===== src/rtl/sim_uart_pkg.sv =====
// Shared types and helpers for the multi-channel UART receive hub.
package sim_uart_pkg;

   typedef enum logic [2:0] {
      RX_IDLE,
      RX_START,
      RX_DATA,
      RX_STOP,
      RX_BREAK
   } rx_state_e;

   function automatic int clks_per_bit(input int clock_frequency, input int baud_rate);
      return clock_frequency / baud_rate;
   endfunction

endpackage


===== src/rtl/sim_uart_rx_chan.sv =====
// One 8N1 receive channel: line synchroniser, framing FSM, bit counter and shift register.
module sim_uart_rx_chan
   import sim_uart_pkg::*;
#(
   parameter int ClksPerBit = 32
) (
   input  logic       clk_i,
   input  logic       rst_i,
   input  logic       rx_i,
   input  logic       enable_i,
   output logic       push_o,
   output logic [7:0] data_o,
   output logic       frame_err_o
);

   localparam int CntW = $clog2(ClksPerBit);
   localparam logic [CntW-1:0] HalfLast = CntW'(ClksPerBit / 2 - 1);
   localparam logic [CntW-1:0] BitLast  = CntW'(ClksPerBit - 1);

   logic [1:0]      sync_q;
   logic            rx_s;
   rx_state_e       state_q, state_d;
   logic [CntW-1:0] cnt_q, cnt_d;
   logic [2:0]      bit_q, bit_d;
   logic [7:0]      shift_q, shift_d;
   logic            err_q, err_d;

   // Reset to 1 so a reset never looks like a start bit.
   always_ff @(posedge clk_i or posedge rst_i) begin
      if (rst_i) sync_q <= 2'b11;
      else       sync_q <= {sync_q[0], rx_i};
   end

   assign rx_s = sync_q[1];

   // NOTE: state registers use non-blocking assignments so every flop samples pre-edge values.
   always_ff @(posedge clk_i or posedge rst_i) begin
      if (rst_i) begin
         state_q <= RX_IDLE;
         cnt_q   <= '0;
         bit_q   <= '0;
         shift_q <= '0;
         err_q   <= 1'b0;
      end else begin
         state_q <= state_d;
         cnt_q   <= cnt_d;
         bit_q   <= bit_d;
         shift_q <= shift_d;
         err_q   <= err_d;
      end
   end

   // NOTE: every output of this block gets a default first, otherwise untouched paths infer latches.
   always_comb begin
      state_d = state_q;
      cnt_d   = cnt_q + 1'b1;
      bit_d   = bit_q;
      shift_d = shift_q;
      err_d   = 1'b0;
      push_o  = 1'b0;
      case (state_q)
         RX_IDLE: begin
            cnt_d = '0;
            if (!rx_s) begin
               state_d = RX_START;
               bit_d   = '0;
            end
         end
         RX_START: begin
            if (cnt_q == HalfLast) begin
               cnt_d   = '0;
               state_d = rx_s ? RX_IDLE : RX_DATA;
            end
         end
         RX_DATA: begin
            if (cnt_q == BitLast) begin
               cnt_d   = '0;
               shift_d = {rx_s, shift_q[7:1]};
               bit_d   = bit_q + 1'b1;
               if (bit_q == 3'd7) state_d = RX_STOP;
            end
         end
         RX_STOP: begin
            if (cnt_q == BitLast) begin
               cnt_d = '0;
               if (rx_s) begin
                  push_o  = 1'b1;
                  state_d = RX_IDLE;
               end else begin
                  err_d   = 1'b1;
                  state_d = RX_BREAK;
               end
            end
         end
         RX_BREAK: begin
            cnt_d = '0;
            if (rx_s) state_d = RX_IDLE;
         end
         default: state_d = RX_IDLE;
      endcase
      // Disabling aborts any frame without reporting anything.
      if (!enable_i) begin
         state_d = RX_IDLE;
         cnt_d   = '0;
         err_d   = 1'b0;
         push_o  = 1'b0;
      end
   end

   assign data_o      = shift_q;
   assign frame_err_o = err_q;

endmodule


===== src/rtl/sim_uart_rx_hub.sv =====
// Multi-channel UART receiver: per-channel FIFOs merged round-robin into one registered output slot.
module sim_uart_rx_hub
   import sim_uart_pkg::*;
#(
   parameter int NumChannels    = 5,
   parameter int ClockFrequency = 30_000_000,
   parameter int BaudRate       = 921_600,
   parameter int FifoDepth      = 4,
   localparam int ChanW         = (NumChannels > 1) ? $clog2(NumChannels) : 1
) (
   input  logic                   clk_i,
   input  logic                   rst_i,
   input  logic [NumChannels-1:0] uart_rx_i,
   input  logic [NumChannels-1:0] enable_i,
   output logic                   out_valid_o,
   input  logic                   out_ready_i,
   output logic [7:0]             out_data_o,
   output logic [ChanW-1:0]       out_chan_o,
   output logic [NumChannels-1:0] frame_err_o,
   output logic [NumChannels-1:0] overflow_o
);

   localparam int ClksPerBit = clks_per_bit(ClockFrequency, BaudRate);
   localparam int AddrW      = (FifoDepth > 1) ? $clog2(FifoDepth) : 1;
   localparam int CntW       = AddrW + 1;

   if (ClksPerBit < 4) begin : g_bad_baud
      $error("sim_uart_rx_hub: ClockFrequency/BaudRate must be at least 4");
   end
   if (FifoDepth < 2 || (FifoDepth & (FifoDepth - 1)) != 0) begin : g_bad_depth
      $error("sim_uart_rx_hub: FifoDepth must be a power of two >= 2");
   end
   if (NumChannels < 1 || NumChannels > 16) begin : g_bad_chans
      $error("sim_uart_rx_hub: NumChannels must be 1..16");
   end

   logic [NumChannels-1:0] push, held, freed, full, accept, drop, head_valid, pop;
   logic [7:0]             push_data [NumChannels];
   logic [7:0]             head_data [NumChannels];
   logic [7:0]             mem_q     [NumChannels][FifoDepth];
   logic [AddrW-1:0]       wr_ptr_q  [NumChannels];
   logic [AddrW-1:0]       rd_ptr_q  [NumChannels];
   logic [CntW-1:0]        count_q   [NumChannels];

   logic                   slot_valid_q;
   logic [7:0]             slot_data_q;
   logic [ChanW-1:0]       slot_chan_q;
   logic [ChanW-1:0]       rr_q, rr_d, grant_idx;
   logic                   grant_valid, handshake, load;
   logic [NumChannels-1:0] ovf_q;

   for (genvar c = 0; c < NumChannels; c++) begin : g_chan
      sim_uart_rx_chan #(.ClksPerBit(ClksPerBit)) u_rx (
         .clk_i      (clk_i),
         .rst_i      (rst_i),
         .rx_i       (uart_rx_i[c]),
         .enable_i   (enable_i[c]),
         .push_o     (push[c]),
         .data_o     (push_data[c]),
         .frame_err_o(frame_err_o[c])
      );
   end

   // A byte sitting in the output slot still counts against its channel's FIFO budget
   // until it is handed off, so FifoDepth bounds the bytes held per channel.
   always_comb begin
      int idx;
      idx         = 0;
      handshake   = slot_valid_q && out_ready_i;
      load        = !slot_valid_q || out_ready_i;
      grant_valid = 1'b0;
      grant_idx   = '0;
      for (int c = 0; c < NumChannels; c++) begin
         held[c]       = slot_valid_q && (int'(slot_chan_q) == c);
         freed[c]      = handshake && held[c];
         full[c]       = (int'(count_q[c]) + int'(held[c])) >= FifoDepth;
         accept[c]     = push[c] && (!full[c] || freed[c]);
         drop[c]       = push[c] && !accept[c];
         // An empty FIFO forwards the incoming byte straight to the arbiter.
         head_valid[c] = (count_q[c] != '0) || accept[c];
         head_data[c]  = (count_q[c] != '0) ? mem_q[c][rd_ptr_q[c]] : push_data[c];
      end
      for (int i = 0; i < NumChannels; i++) begin
         idx = int'(rr_q) + i;
         if (idx >= NumChannels) idx = idx - NumChannels;
         if (!grant_valid && head_valid[idx]) begin
            grant_valid = 1'b1;
            grant_idx   = ChanW'(idx);
         end
      end
      for (int c = 0; c < NumChannels; c++) begin
         pop[c] = load && grant_valid && (int'(grant_idx) == c);
      end
      rr_d = (int'(grant_idx) == NumChannels - 1) ? '0 : grant_idx + 1'b1;
   end

   always_ff @(posedge clk_i or posedge rst_i) begin
      if (rst_i) begin
         slot_valid_q <= 1'b0;
         slot_data_q  <= '0;
         slot_chan_q  <= '0;
         rr_q         <= '0;
         ovf_q        <= '0;
         for (int c = 0; c < NumChannels; c++) begin
            wr_ptr_q[c] <= '0;
            rd_ptr_q[c] <= '0;
            count_q[c]  <= '0;
         end
      end else begin
         ovf_q <= drop;
         if (load) begin
            slot_valid_q <= grant_valid;
            if (grant_valid) begin
               slot_data_q <= head_data[grant_idx];
               slot_chan_q <= grant_idx;
               rr_q        <= rr_d;
            end
         end
         for (int c = 0; c < NumChannels; c++) begin
            if (accept[c]) wr_ptr_q[c] <= wr_ptr_q[c] + 1'b1;
            if (pop[c])    rd_ptr_q[c] <= rd_ptr_q[c] + 1'b1;
            count_q[c] <= count_q[c] + CntW'(accept[c]) - CntW'(pop[c]);
         end
      end
   end

   // NOTE: FIFO storage has no reset; the pointers and counts alone define what is valid.
   always_ff @(posedge clk_i) begin
      for (int c = 0; c < NumChannels; c++) begin
         if (accept[c]) mem_q[c][wr_ptr_q[c]] <= push_data[c];
      end
   end

   assign out_valid_o = slot_valid_q;
   assign out_data_o  = slot_data_q;
   assign out_chan_o  = slot_chan_q;
   assign overflow_o  = ovf_q;

endmodule


===== config.mk =====
export PLATFORM = sky130hd
export DESIGN_NAME = sim_uart_rx_hub
export DESIGN_NICKNAME = d
export VERILOG_FILES = /design/src/rtl/sim_uart_pkg.sv /design/src/rtl/sim_uart_rx_chan.sv /design/src/rtl/sim_uart_rx_hub.sv
export SDC_FILE = /design/constraint.sdc
export NUM_CORES = 1
export LEC_CHECK = 0
export BUFFER_PORTS_ARGS = -buffer_cell sky130_fd_sc_hd__buf_2
export CORE_AREA = 2 2 166 168
export DETAILED_ROUTE_END_ITERATION = 12
export DIE_AREA = 0 0 168 170
export PLACE_DENSITY_LB_ADDON = 0.3
export SYNTH_ARGS = -nofsm -noshare
export SYNTH_HDL_FRONTEND = slang
export SYNTH_SLANG_ARGS = --single-unit

===== constraint.sdc =====
create_clock -name clk_i -period 13.2 [get_ports clk_i]
set_clock_uncertainty 0.05 [all_clocks]
set_input_delay 1.32 -clock clk_i [delete_from_list [all_inputs] [get_ports clk_i]]
set_output_delay 1.32 -clock clk_i [all_outputs]
set_load 0.03 [all_outputs]

# Word-level counts from Yosys, hierarchy flattened

Memories as Yosys holds them, arrays and structs flattened.
Index checks and enable logic that the tools add are counted.

Add/subtract/negate cells: 45
$lt $le $gt $ge: 31
Equal/unequal tests: 83
Multiplexer cells: 199
Bitwise operators: 11
Reduce and logical (&&, ||, !) cells: 105

Operators with widths:

| cell                                                         | count |
|---|---|
| 2-to-1 mux 32 bit                                            | 10 |
| 2-to-1 mux 8 bit                                             | 22 |
| 2-to-1 mux 3 bit                                             | 56 |
| less-than comparator 32 x 5 -> 1 bit (second input constant) | 5 |
| binary-select mux 8 bit (select 2 bit)                       | 5 |
| demux 8 bit (select 2 bit)                                   | 5 |
| 2-to-1 mux 5 bit                                             | 15 |
| inequality test 3 x 2 -> 1 bit (second input constant)       | 25 |
| case mux 3 bit (5 select lines)                              | 5 |
| case mux 5 bit (3 select lines)                              | 5 |
| 2-to-1 mux 1 bit                                             | 60 |
| equality test 3 bit (second input constant)                  | 16 |
| equality test 3 x 2 -> 1 bit (second input constant)         | 12 |
| >= comparator 4 x 3 -> 1 bit (second input constant)         | 9 |
| logical AND 1 bit                                            | 36 |
| >= comparator 3 bit (second input constant)                  | 11 |
| NOT 2 -> 3 bit                                               | 10 |
| case mux 3 bit (2 select lines)                              | 5 |
| AND reduction 6 bit                                          | 5 |
| adder 5 x 1 -> 5 bit (second input constant)                 | 5 |
| equality test 5 x 4 -> 1 bit (second input constant)         | 5 |
| equality test 5 bit (second input constant)                  | 5 |
| binary-select mux 8 bit (select 3 bit)                       | 1 |
| zero test 3 bit                                              | 7 |
| other kinds (26)                                             | 134 |

Register bits: 165
RAM bits: 160
Input bits: 13
Output and inout port bits: 22
Word-level logic and storage cells: 525
Memories kept: 1

Memories:

| memory | words | width | rd ports | clocked after memory_dff | wr ports | RTL line              | text |
|---|---|---|---|---|---|---|---|
| mem_q  | 5     | 32    | 5        | 0                        | 5        | sim_uart_rx_hub.sv:40 | `logic [7:0] mem_q [NumChannels][FifoDepth];` |

# Logic depth before layout (Yosys ltp)

Gate-level depths: netlist of run 1.

Word-level depth: 28
Gate-level depth with buffers: 25
Mapped depth without buffers: 22

# By module

From an unflattened synthesis of run 1, not the netlist that was laid out.

Cell total of the unflattened synthesis: 1227
Area, all modules: 16231.8 um^2

By module, submodules not included:

| module           | times used | cells each | area an instance (um^2) | seq. area each (um^2) |
|---|---|---|---|---|
| sim_uart_rx_hub  | 1          | 757        | 10764.1                 | 6180.9 |
| sim_uart_rx_chan | 5          | 94         | 1093.5                  | 553.0 |

# Worst setup path before layout of run 1

OpenSTA, ideal clock, no wires.

Kind: register to register
From: register rr_q[0]
To: register count_q[5] (netlist name)
Library setup time: 0.123 ns
Arrival time: 4.796 ns
Data required time: 13.027 ns
Setup slack: 8.232 ns
Stages on the path, launching flop included: 26
Path buffers: 3
Clock period less this slack: 4.968 ns
Cell sequence: dfrtp_1 buf_2 inv_1 ha_1 inv_1 ha_1 clkbuf_1 o31a_1 o22ai_1 nor2_1 a2111o_1 nor3b_1 and2_1 o32ai_4 o31ai_4 buf_2 inv_1 ha_1 ha_1 inv_1 nor2_1 ha_1 inv_1 ha_1 fa_1 xnor2_1

Longest elaborated chain between the ends: 21
Elaborated cells on any way between the ends: 56
Classes of those cells: add/sub (10); order compare (5); eq/ne (1); mux (30); reduce/logical (10)

Ends and longest elaborated chain:

| element                                                            | RTL line               | text |
|---|---|---|
| from (decl)                                                        | sim_uart_rx_hub.sv:48  | `logic [ChanW-1:0] rr_q, rr_d, grant_idx;` |
| from (signal assigned)                                             | sim_uart_rx_hub.sv:116 | `rr_q <= rr_d;` |
| branches (longest 17 deep; another with subtractor 4 x 3 -> 5 bit) | -                      |  |
| 2-to-1 mux 3 bit (*)                                               | sim_uart_rx_hub.sv:86  | `if (!grant_valid && head_valid[idx]) begin` |
| via grant_idx[1]                                                   | sim_uart_rx_hub.sv:48  |  |
| equality test 3 bit (*)                                            | sim_uart_rx_hub.sv:92  | `pop[c] = load && grant_valid && (int'(grant_idx) == c);` |
| logical AND 1 bit (*)                                              | sim_uart_rx_hub.sv:92  |  |
| via pop[3]                                                         | sim_uart_rx_hub.sv:37  | `logic [NumChannels-1:0] push, held, freed, full, accept, drop, head_valid, pop;` |
| subtractor 3 x 1 -> 3 bit (*)                                      | sim_uart_rx_hub.sv:122 | `count_q[c] <= count_q[c] + CntW'(accept[c]) - CntW'(pop[c]);` |
| to (signal, indexed assignment)                                    | sim_uart_rx_hub.sv:122 |  |
| to (decl)                                                          | sim_uart_rx_hub.sv:43  | `logic [CntW-1:0] count_q [NumChannels];` |

Mark *: on every way through the listed nets, which the timed path passes. The select of a mux whose other input is x is not followed.
A chain may end at the register's enable or synchronous reset.

# Worst setup path in the final report of run 1

From: register rr_q[0]
To: register count_q[11] (netlist name)

Longest elaborated chain between the ends: 21
Elaborated cells on any way between the ends: 56
Classes of those cells: add/sub (10); order compare (5); eq/ne (1); mux (30); reduce/logical (10)

Ends and longest elaborated chain:

| element                                                            | RTL line |
|---|---|
| branches (longest 19 deep; another with subtractor 4 x 3 -> 5 bit) | - |
| logical AND 1 bit (*)                                              | sim_uart_rx_hub.sv:92 |
| via pop[1]                                                         | sim_uart_rx_hub.sv:37 |
| subtractor 3 x 1 -> 3 bit (*)                                      | sim_uart_rx_hub.sv:122 |

Marked as above.

==> key figures, run 1 <==
Synth
  – Synth top cells by count: edfxtp_1 (160), dfrtp_1 (155), ha_1 (82)
  – Sequential share of the synthesized area: 0.566
  – Ys Warns: 0
  – Net Count, Synth: 1264
  – Synth Register Bits: 325
  – Post-Synth Adder-Cell Area: 0.0712
  – Mux cell area share after synthesis: 0.139
  – XOR/XNOR Fraction of Synth Area: 0.0187
  – Async S/R FF share, synth: 0.508
  – Post-synth EDFFs: 160
  – Compound-Gate Fraction of Synth Area: 0.0788
  – Synth area leaders: edfxtp_1 (30%), dfrtp_1 (25%), ha_1 (6.5%), mux4_2 (6.0%), mux2_2 (3.6%)
  – Synthesized area per cell: 13.6 sq um
  – Post-synthesis instance total: 1164
  – Primary FF master, synth: edfxtp_1
  – Cell accounting for the most synthesized area: edfxtp_1
  – Synth Area in Simple Gates: 0.0925
  – Most frequent cell after synthesis: edfxtp_1
  – Largest family of logic cells by synthesized area: multiplexers
  – Syn Std Cell Area: 15800 sq um
  – Top-area cell type share of the netlist area: 0.304
  – Post-synthesis cell type count: 79

Power and ir drop
  – Maximum VDD drop: 121 uV
  – Post-layout total power: 3.57 mW
  – Leakage: 7.66 nW
  – Power per cell area: 205 nW/um^2

Setup path
  – Worst reg2reg path endpoint: count_q[11]
  – Reg2reg setup slack: 6.94 ns
  – R2R depth: 19
  – Peak fanout along the critical path: 25
  – Reg2reg start: rr_q[0]
  – Kind of end point of the critical path: register
  – Startpoint Class: register
  – Critical-path cell list: inv_1 > ha_1 > inv_1 > ha_1 > o31a_1 > o22ai_1 > a311oi_1 > nor4bb_1 > nor3b_1 > a21oi_1 > o221ai_1 > nor2_1 > and2_1 > ha_1 > inv_1 > ha_1 > inv_1 > fa_1 > xor2_1
  – Slowest cell on the critical path: nor2_1
  – Worst EP arrival: 6.61 ns
  – Largest stage delay, worst path: 0.94 ns
  – CP Class: reg -> reg
  – Worst Path Required: 13.55 ns

Layout
  – # fillers: 1887
  – Final Instance Area: 17400 sq um
  – Area Overhead vs Synth: 10.3%
  – Post-layout util: 0.654
  – Share of cells above drive strength 1: 0.176
  – Final Net Count: 1283
  – Fin cells: 1551
  – # diodes: 0

STA
  – Final Hold Fails: 0
  – Pins over their slew limit: 0
  – Endpoints failing setup: 0
  – Period utilisation layout: 0.474
  – Fin Setup TNS: 0 ns
  – Worst Hold Margin: 0.305 ns
  – FMAX: 160 MHz
  – RSZ-0062 raised after global routing: no
  – Max_slew headroom: 0.318
  – Least-Margin Pin Slew: 1.02 ns
  – Final WS setup: 6.94 ns
  – Final min period: 6.26 ns

Place
  – Placed cell area: 16200 sq um
  – DP HPWL: 20400 um
  – DP Cell Count: 1487
  – Dpl ws: 7.10 ns
  – Port Buffers: 34
  – Routability congestion estimate: 0.860

CTS
  – Sink Count: 325
  – Max Buffers Root-to-Sink: 3
  – # H-tree levels: 2
  – CTS-repair resized insts: 0
  – Worst skew pair latency: 0.52 ns
  – # Post-CTS Setup Buffers: 0
  – Num CTS Buffers: 35
  – CTS root buffer: clkbuf_16
  – CTS Hold Bufs: 0
  – CTS tree: built
  – Clock transition at path regs: 0.06 ns

Status
  – Run status: complete, no violations

Flow run
  – Max Cap Viol: 0

Routing
  – Metal2 WL: 14200 um
  – Remaining antenna violation count: 0
  – Post-Route WL: 30300 um
  – Top layer in use: met4
  – Vias: 9239
  – Wire length on met1: 14200 um
  – Metal3 WL: 1480 um
  – Drt drc: 0
  – Iter 0 DRT Violations: 801
  – Drt first pass iters: 6
  – WL/cell: 19.5 um
  – Via density: 5.96

Hold path
  – Hold Path Sink: g_chan[3].u_rx.sync_q[1]
  – Hold path startpoint: g_chan[3].u_rx.sync_q[0]
  – Hold depth: 0
  – Worst Hold Class: reg -> reg

Global route
  – GRT Total Usage: 0.220
  – Vias in the first global route: 9062
  – Largest net degree at the start of global routing: 99
  – GRT overflow: 0
  – Antenna violations before repair: 0
  – First-pass GRT wire length: 49500 um

Floorplan
  – Die Span Y: 170 um
  – Initial Utilization: 0.594
  – Rows: 60
  – Die X-Extent: 168 um
  – Die area: 28600 sq um
  – Core footprint: 26700 sq um
  – Ports: 35
==> worst max path at each step <==
stage             from          end  slack, ns  depth (start not counted)
2_1_floorplan    rst_i   count_q[0]       7.38                          1
4_1_cts        rr_q[0]  count_q[11]       7.09                         19
3_3_place_gp   rr_q[0]  count_q[11]       7.31                         19
3_5_place_dp   rr_q[0]  count_q[11]       7.10                         19
6_report       rr_q[0]  count_q[11]       6.94                         19
5_1_grt        rr_q[0]  count_q[11]       6.48                         19
==> per-layer routing <==
metal  track usage  vias to the layer above
met1         0.329                     4650
met5             0                        -
li1              -                     4331
met3        0.0347                       41
met2         0.345                      217
met4        0.0495                        0
==> logic make-up after synthesis <==
family,count (synthesis)
xor+xnor,33
flops,325
buf+inv,131
simple gates,265
fa+ha+maj,87
mux,159
compound gates,164
==> where the power goes <==
| part | leakage, nW | switching, mW | internal (mW) | total (mW) |
|---|---|---|---|---|
| registers | 3.89 | 0.141 | 1.12 | 1.26 |
| logic | 3.15 | 0.727 | 0.541 | 1.27 |
| clock network | 0.609 | 0.394 | 0.648 | 1.04 |
| total | 7.66 | 1.26 | 2.31 | 3.57 |
==> worst max-delay path: cells and delay by family, from the launching register on <==
kind | cells | cell delay (ns)
AO/OA/AOI/OAI | 5 | 1.41
XOR/XNOR | 1 | 0.17
adder cells (fa/ha/maj) | 5 | 1.36
buffers and inverters | 4 | 0.45
flip-flops | 1 | 0.84
AND/OR/NAND/NOR | 4 | 1.85
==> layout by cell type, fill, tap and decap left out, types with 7 or more instances in the layout <==
cell type / instances
nor2_1: 56
nand3_1: 20
nor3_1: 19
and2_1: 26
mux2i_1: 57
clkbuf_1: 11
nor2b_1: 15
and3_1: 15
ha_1: 82
buf_2: 34
nor3b_1: 14
inv_1: 72
mux2_1: 8
dfrtp_1: 155
edfxtp_1: 160
o2111a_1: 8
clkbuf_16: 39
a221o_1: 10
mux4_2: 42
nand3b_1: 7
a22o_1: 14
nand2_1: 39
nand2b_1: 16
o21ai_0: 43
xnor2_1: 20
dfstp_2: 10
mux2_2: 51
xor2_1: 12
a21oi_1: 29
==> cell type report <==
type                    count  area (sq um)  area share
clock buffers              55          1090      0.0623
flip-flops and latches    325          8950       0.513
clock inverters             9           163     0.00933
multi-input cells         708          6330       0.363
well taps                 341           427      0.0245
inverters                  74           285      0.0164
repair buffers             39           208      0.0119
==> state kept, by name, indices dropped and copies added (netlist names) <==
signal and count:
mem_q 160, g_chan.u_rx.data_o 40, g_chan.u_rx.cnt_q 25, count_q 15, g_chan.u_rx.bit_q 15, g_chan.u_rx.state_q 15
g_chan.u_rx.sync_q 10, rd_ptr_q 10, wr_ptr_q 10, out_data_o 8, g_chan.u_rx.frame_err_o 5, overflow_o 5
out_chan_o 3, rr_q 3, out_valid_o 1
Power figures use the tool's default switching activity.
==> run 2: changes to the inputs <==
--- a/config.mk
+++ b/config.mk
@@ -5,6 +5,7 @@
 export SDC_FILE = /design/constraint.sdc
 export NUM_CORES = 1
 export LEC_CHECK = 0
+export ABC_AREA = 1
 export BUFFER_PORTS_ARGS = -buffer_cell sky130_fd_sc_hd__buf_2
 export CORE_AREA = 2 2 166 168
 export DETAILED_ROUTE_END_ITERATION = 12
==> constraint.sdc (replaced) <==
create_clock -name clk_i -period 6.28 [get_ports clk_i]
set_clock_uncertainty 0.05 [all_clocks]
set_input_delay 0.628 -clock clk_i [delete_from_list [all_inputs] [get_ports clk_i]]
set_output_delay 0.628 -clock clk_i [all_outputs]
set_load 0.03 [all_outputs]
==> run 2 against run 1 <==
Area after synthesis grew 0.76%. Flip-flop and latch count is the same. Global-route usage grew 2.2 points. Fmax grew 18%. Setup slack lost 6.0 ns. Critical path depth grew 3. Routed wire length grew 11%. Register-to-register slack lost 6.0 ns. Final area grew 0.39%. Critical endpoint is now count_q[2].
==> key figures, run 2 <==
Synth
  – Post-synthesis instance total: 1577 (+35%)
  – Sequential share of the synthesized area: 0.561 (-0.00426)
  – Cell accounting for the most synthesized area: edfxtp_1
  – Synth top cells by count: nand2_1 (252), inv_1 (173), nor2_1 (173)
  – Synthesized area per cell: 10.1 sq um (-26%)
  – Top-area cell type share of the netlist area: 0.301 (-0.00229)
  – Primary FF master, synth: edfxtp_1
  – Most frequent cell after synthesis: nand2_1
  – Net Count, Synth: 1677 (+33%)
  – Synth Register Bits: 325 (unchanged)
  – Ys Warns: 0 (unchanged)
  – Synth area leaders: edfxtp_1 (30%), dfrtp_1 (24%), ha_1 (6.4%), nand2_1 (5.9%), o21ai_0 (5.1%)
  – Post-synthesis cell type count: 61 (-23%)
  – Async S/R FF share, synth: 0.508 (unchanged)
  – Post-synth EDFFs: 160 (unchanged)
  – Syn Std Cell Area: 15900 sq um (+0.76%)

Routing
  – Drt drc: 0 (unchanged)
  – WL/cell: 17.0 um (-13%)
  – Post-Route WL: 33600 um (+11%)
  – Iter 0 DRT Violations: 968 (+21%)
  – Vias: 11184 (+21%)
  – Via density: 5.67 (-4.9%)
  – Remaining antenna violation count: 0 (unchanged)
  – Drt first pass iters: 5 (-1)

Floorplan
  – Initial Utilization: 0.598 (+0.00451)
  – Die area: 28600 sq um (unchanged)
  – Rows: 60 (unchanged)
  – Die Span Y: 170 um (unchanged)
  – Ports: 35 (unchanged)
  – Die X-Extent: 168 um (unchanged)
  – Core footprint: 26700 sq um (unchanged)

STA
  – FMAX: 189 MHz (+18%)
  – Pins over their slew limit: 0 (unchanged)
  – Period utilisation layout: 0.842 (+0.368)
  – Final WS setup: 0.992 ns (-5.95 ns)
  – RSZ-0062 raised after global routing: no
  – Endpoints failing setup: 0 (unchanged)
  – Final min period: 5.29 ns (-0.968 ns)
  – Final Hold Fails: 0 (unchanged)
  – Least-Margin Pin Slew: 1.00 ns (-0.0152 ns)
  – Max_slew headroom: 0.330 (+0.0127)
  – Fin Setup TNS: 0 ns (unchanged)

Setup path
  – Critical-path cell list: inv_2 > ha_1 > inv_2 > nand4_1 > nand2_1 > o21ai_0 > nor3_1 > nand2_1 > nand2_2 > nor3_4 > nand4_4 > nand2_2 > inv_6 > ha_1 > nand3_1 > inv_1 > ha_1 > inv_1 > ha_1 > inv_1 > fa_1 > xor2_1
  – Peak fanout along the critical path: 21 (-16%)
  – Startpoint Class: register
  – R2R depth: 22 (+3)
  – Largest stage delay, worst path: 0.67 ns (-0.27 ns)
  – Worst EP arrival: 5.65 ns (-0.96 ns)
  – Kind of end point of the critical path: register
  – CP Class: reg -> reg
  – Worst Path Required: 6.64 ns (-6.91 ns)
  – Slowest cell on the critical path: dfrtp_1
  – Crit-path most repeated cell: ha_1
  – Reg2reg setup slack: 0.99 ns (-5.95 ns)

Layout
  – Area Overhead vs Synth: 9.85%
  – Share of cells above drive strength 1: 0.111 (-0.0646)
  – # fillers: 2039 (+8.1%)
  – Commonest non-fill, non-tap cell in the layout: nand2_1
  – Max reg flops: 160 (unchanged)
  – Final Net Count: 1706 (+33%)
  – Final Instance Area: 17500 sq um (+0.39%)
  – Most frequent cells in the layout: nand2_1 (252), nor2_1 (173), inv_1 (172)
  – # diodes: 0 (unchanged)

Place
  – Dpl ws: 1.09 ns (-6.01 ns)
  – Placed cell area: 16300 sq um (+0.77%)
  – DP HPWL: 22900 um (+12%)
  – Port Buffers: 34 (unchanged)
  – Routability congestion estimate: 0.909 (+5.7%)

Global route
  – Vias in the first global route: 11110 (+23%)
  – Antenna violations before repair: 0 (unchanged)
  – Largest net degree at the start of global routing: 75 (-24%)
  – First-pass GRT wire length: 55100 um (+11%)
  – GRT Total Usage: 0.242 (+0.0216)
  – GRT overflow: 0 (unchanged)

CTS
  – Sink Count: 325 (unchanged)
  – CTS Hold Bufs: 0 (unchanged)
  – CTS tree: built
  – Num CTS Buffers: 35 (unchanged)
  – CTS root buffer: clkbuf_16
  – Clock transition at path regs: 0.06 ns (about the same)
  – Max Buffers Root-to-Sink: 3 (unchanged)
  – # Post-CTS Setup Buffers: 0 (unchanged)
  – CTS-repair resized insts: 0 (unchanged)
  – Worst skew pair latency: 0.52 ns (about the same)
  – # H-tree levels: 2 (unchanged)

Hold path
  – Worst Hold Class: in -> async

Status
  – Run status: complete, no violations

Flow run
  – Max Cap Viol: 0 (unchanged)
[run 2: cell count changes in the layout (fill, tap and decap cells not counted), sizes merged, moves of 15 or more]
cell / previous run / this run
nand2b: 16 / 0
nand2: 40 / 266
mux4: 42 / 0
and3: 15 / 0
inv: 75 / 184
and2: 26 / 0
nor2: 56 / 185
mux2i: 58 / 7
mux2: 59 / 27
nor2b: 15 / 0
o221ai: 5 / 32
nand3: 20 / 103
o21ai: 45 / 175
[run 2: worst paths after layout]
check | from | to
worst max-delay path | rr_q[0] | count_q[2]
worst min-delay path | rst_i | g_chan[0].u_rx.state_q[2]
worst max register to register | rr_q[0] | count_q[2]
worst min register to register | g_chan[1].u_rx.sync_q[0] | g_chan[1].u_rx.sync_q[1]
max in group asynchronous | rst_i | count_q[9]
min in group clk_i | uart_rx_i[4] | g_chan[4].u_rx.sync_q[0]
[run 2: per-layer routing]
metal	share of wire	global-route usage
met5	0	0
met4	0.022	0.0673
met3	0.048	0.0314
met2	0.48	0.411
met1	0.45	0.330
[run 2: layout make-up]
type / count / area (sq um) / area share
Clock buffer: 45 / 955 / 0.0545
Clock inverter: 19 / 236 / 0.0135
Inverter: 184 / 701 / 0.0400
Multi-Input combinational cell: 1024 / 6060 / 0.346
Sequential cell: 325 / 8950 / 0.511
Tap cell: 341 / 427 / 0.0244
Timing Repair Buffer: 36 / 185 / 0.0106
[run 2: logic make-up after synthesis]
family / count (synthesis) / share of synthesized area
AOI/OAI and AO/OA: 268 / 0.0997
muxes: 34 / 0.0235
buffers and inverters: 228 / 0.0586
xor gates and xnor gates: 33 / 0.0186
DFF: 325 / 0.561
adders and majority gates: 87 / 0.0707
and+or+nand+nor: 602 / 0.168
[run 2: metrics by stage]
stage                     hold slack [ns]   util  instances
after floorplan                     0.295      -       1577
after global placement              0.296  0.612       1910
after detailed placement            0.297  0.612       1910
after CTS                          0.0884  0.657       1974
after global routing                0.115  0.657       1974
final                              0.0816  0.657       1974
[run 2: critical path: cells and delay by family, from the launching register on]
| family | cells | cell delay, ns |
|---|---|---|
| xor+xnor | 1 | 0.17 |
| buf+inv | 6 | 0.53 |
| compound gates | 1 | 0.42 |
| simple gates | 9 | 1.77 |
| fa+ha+maj | 5 | 1.56 |
| flops | 1 | 0.67 |
Power of run 2 is left out: the tool's default activity adds up to more than one toggle a clock period on the data nets, which glitch-free logic cannot reach.
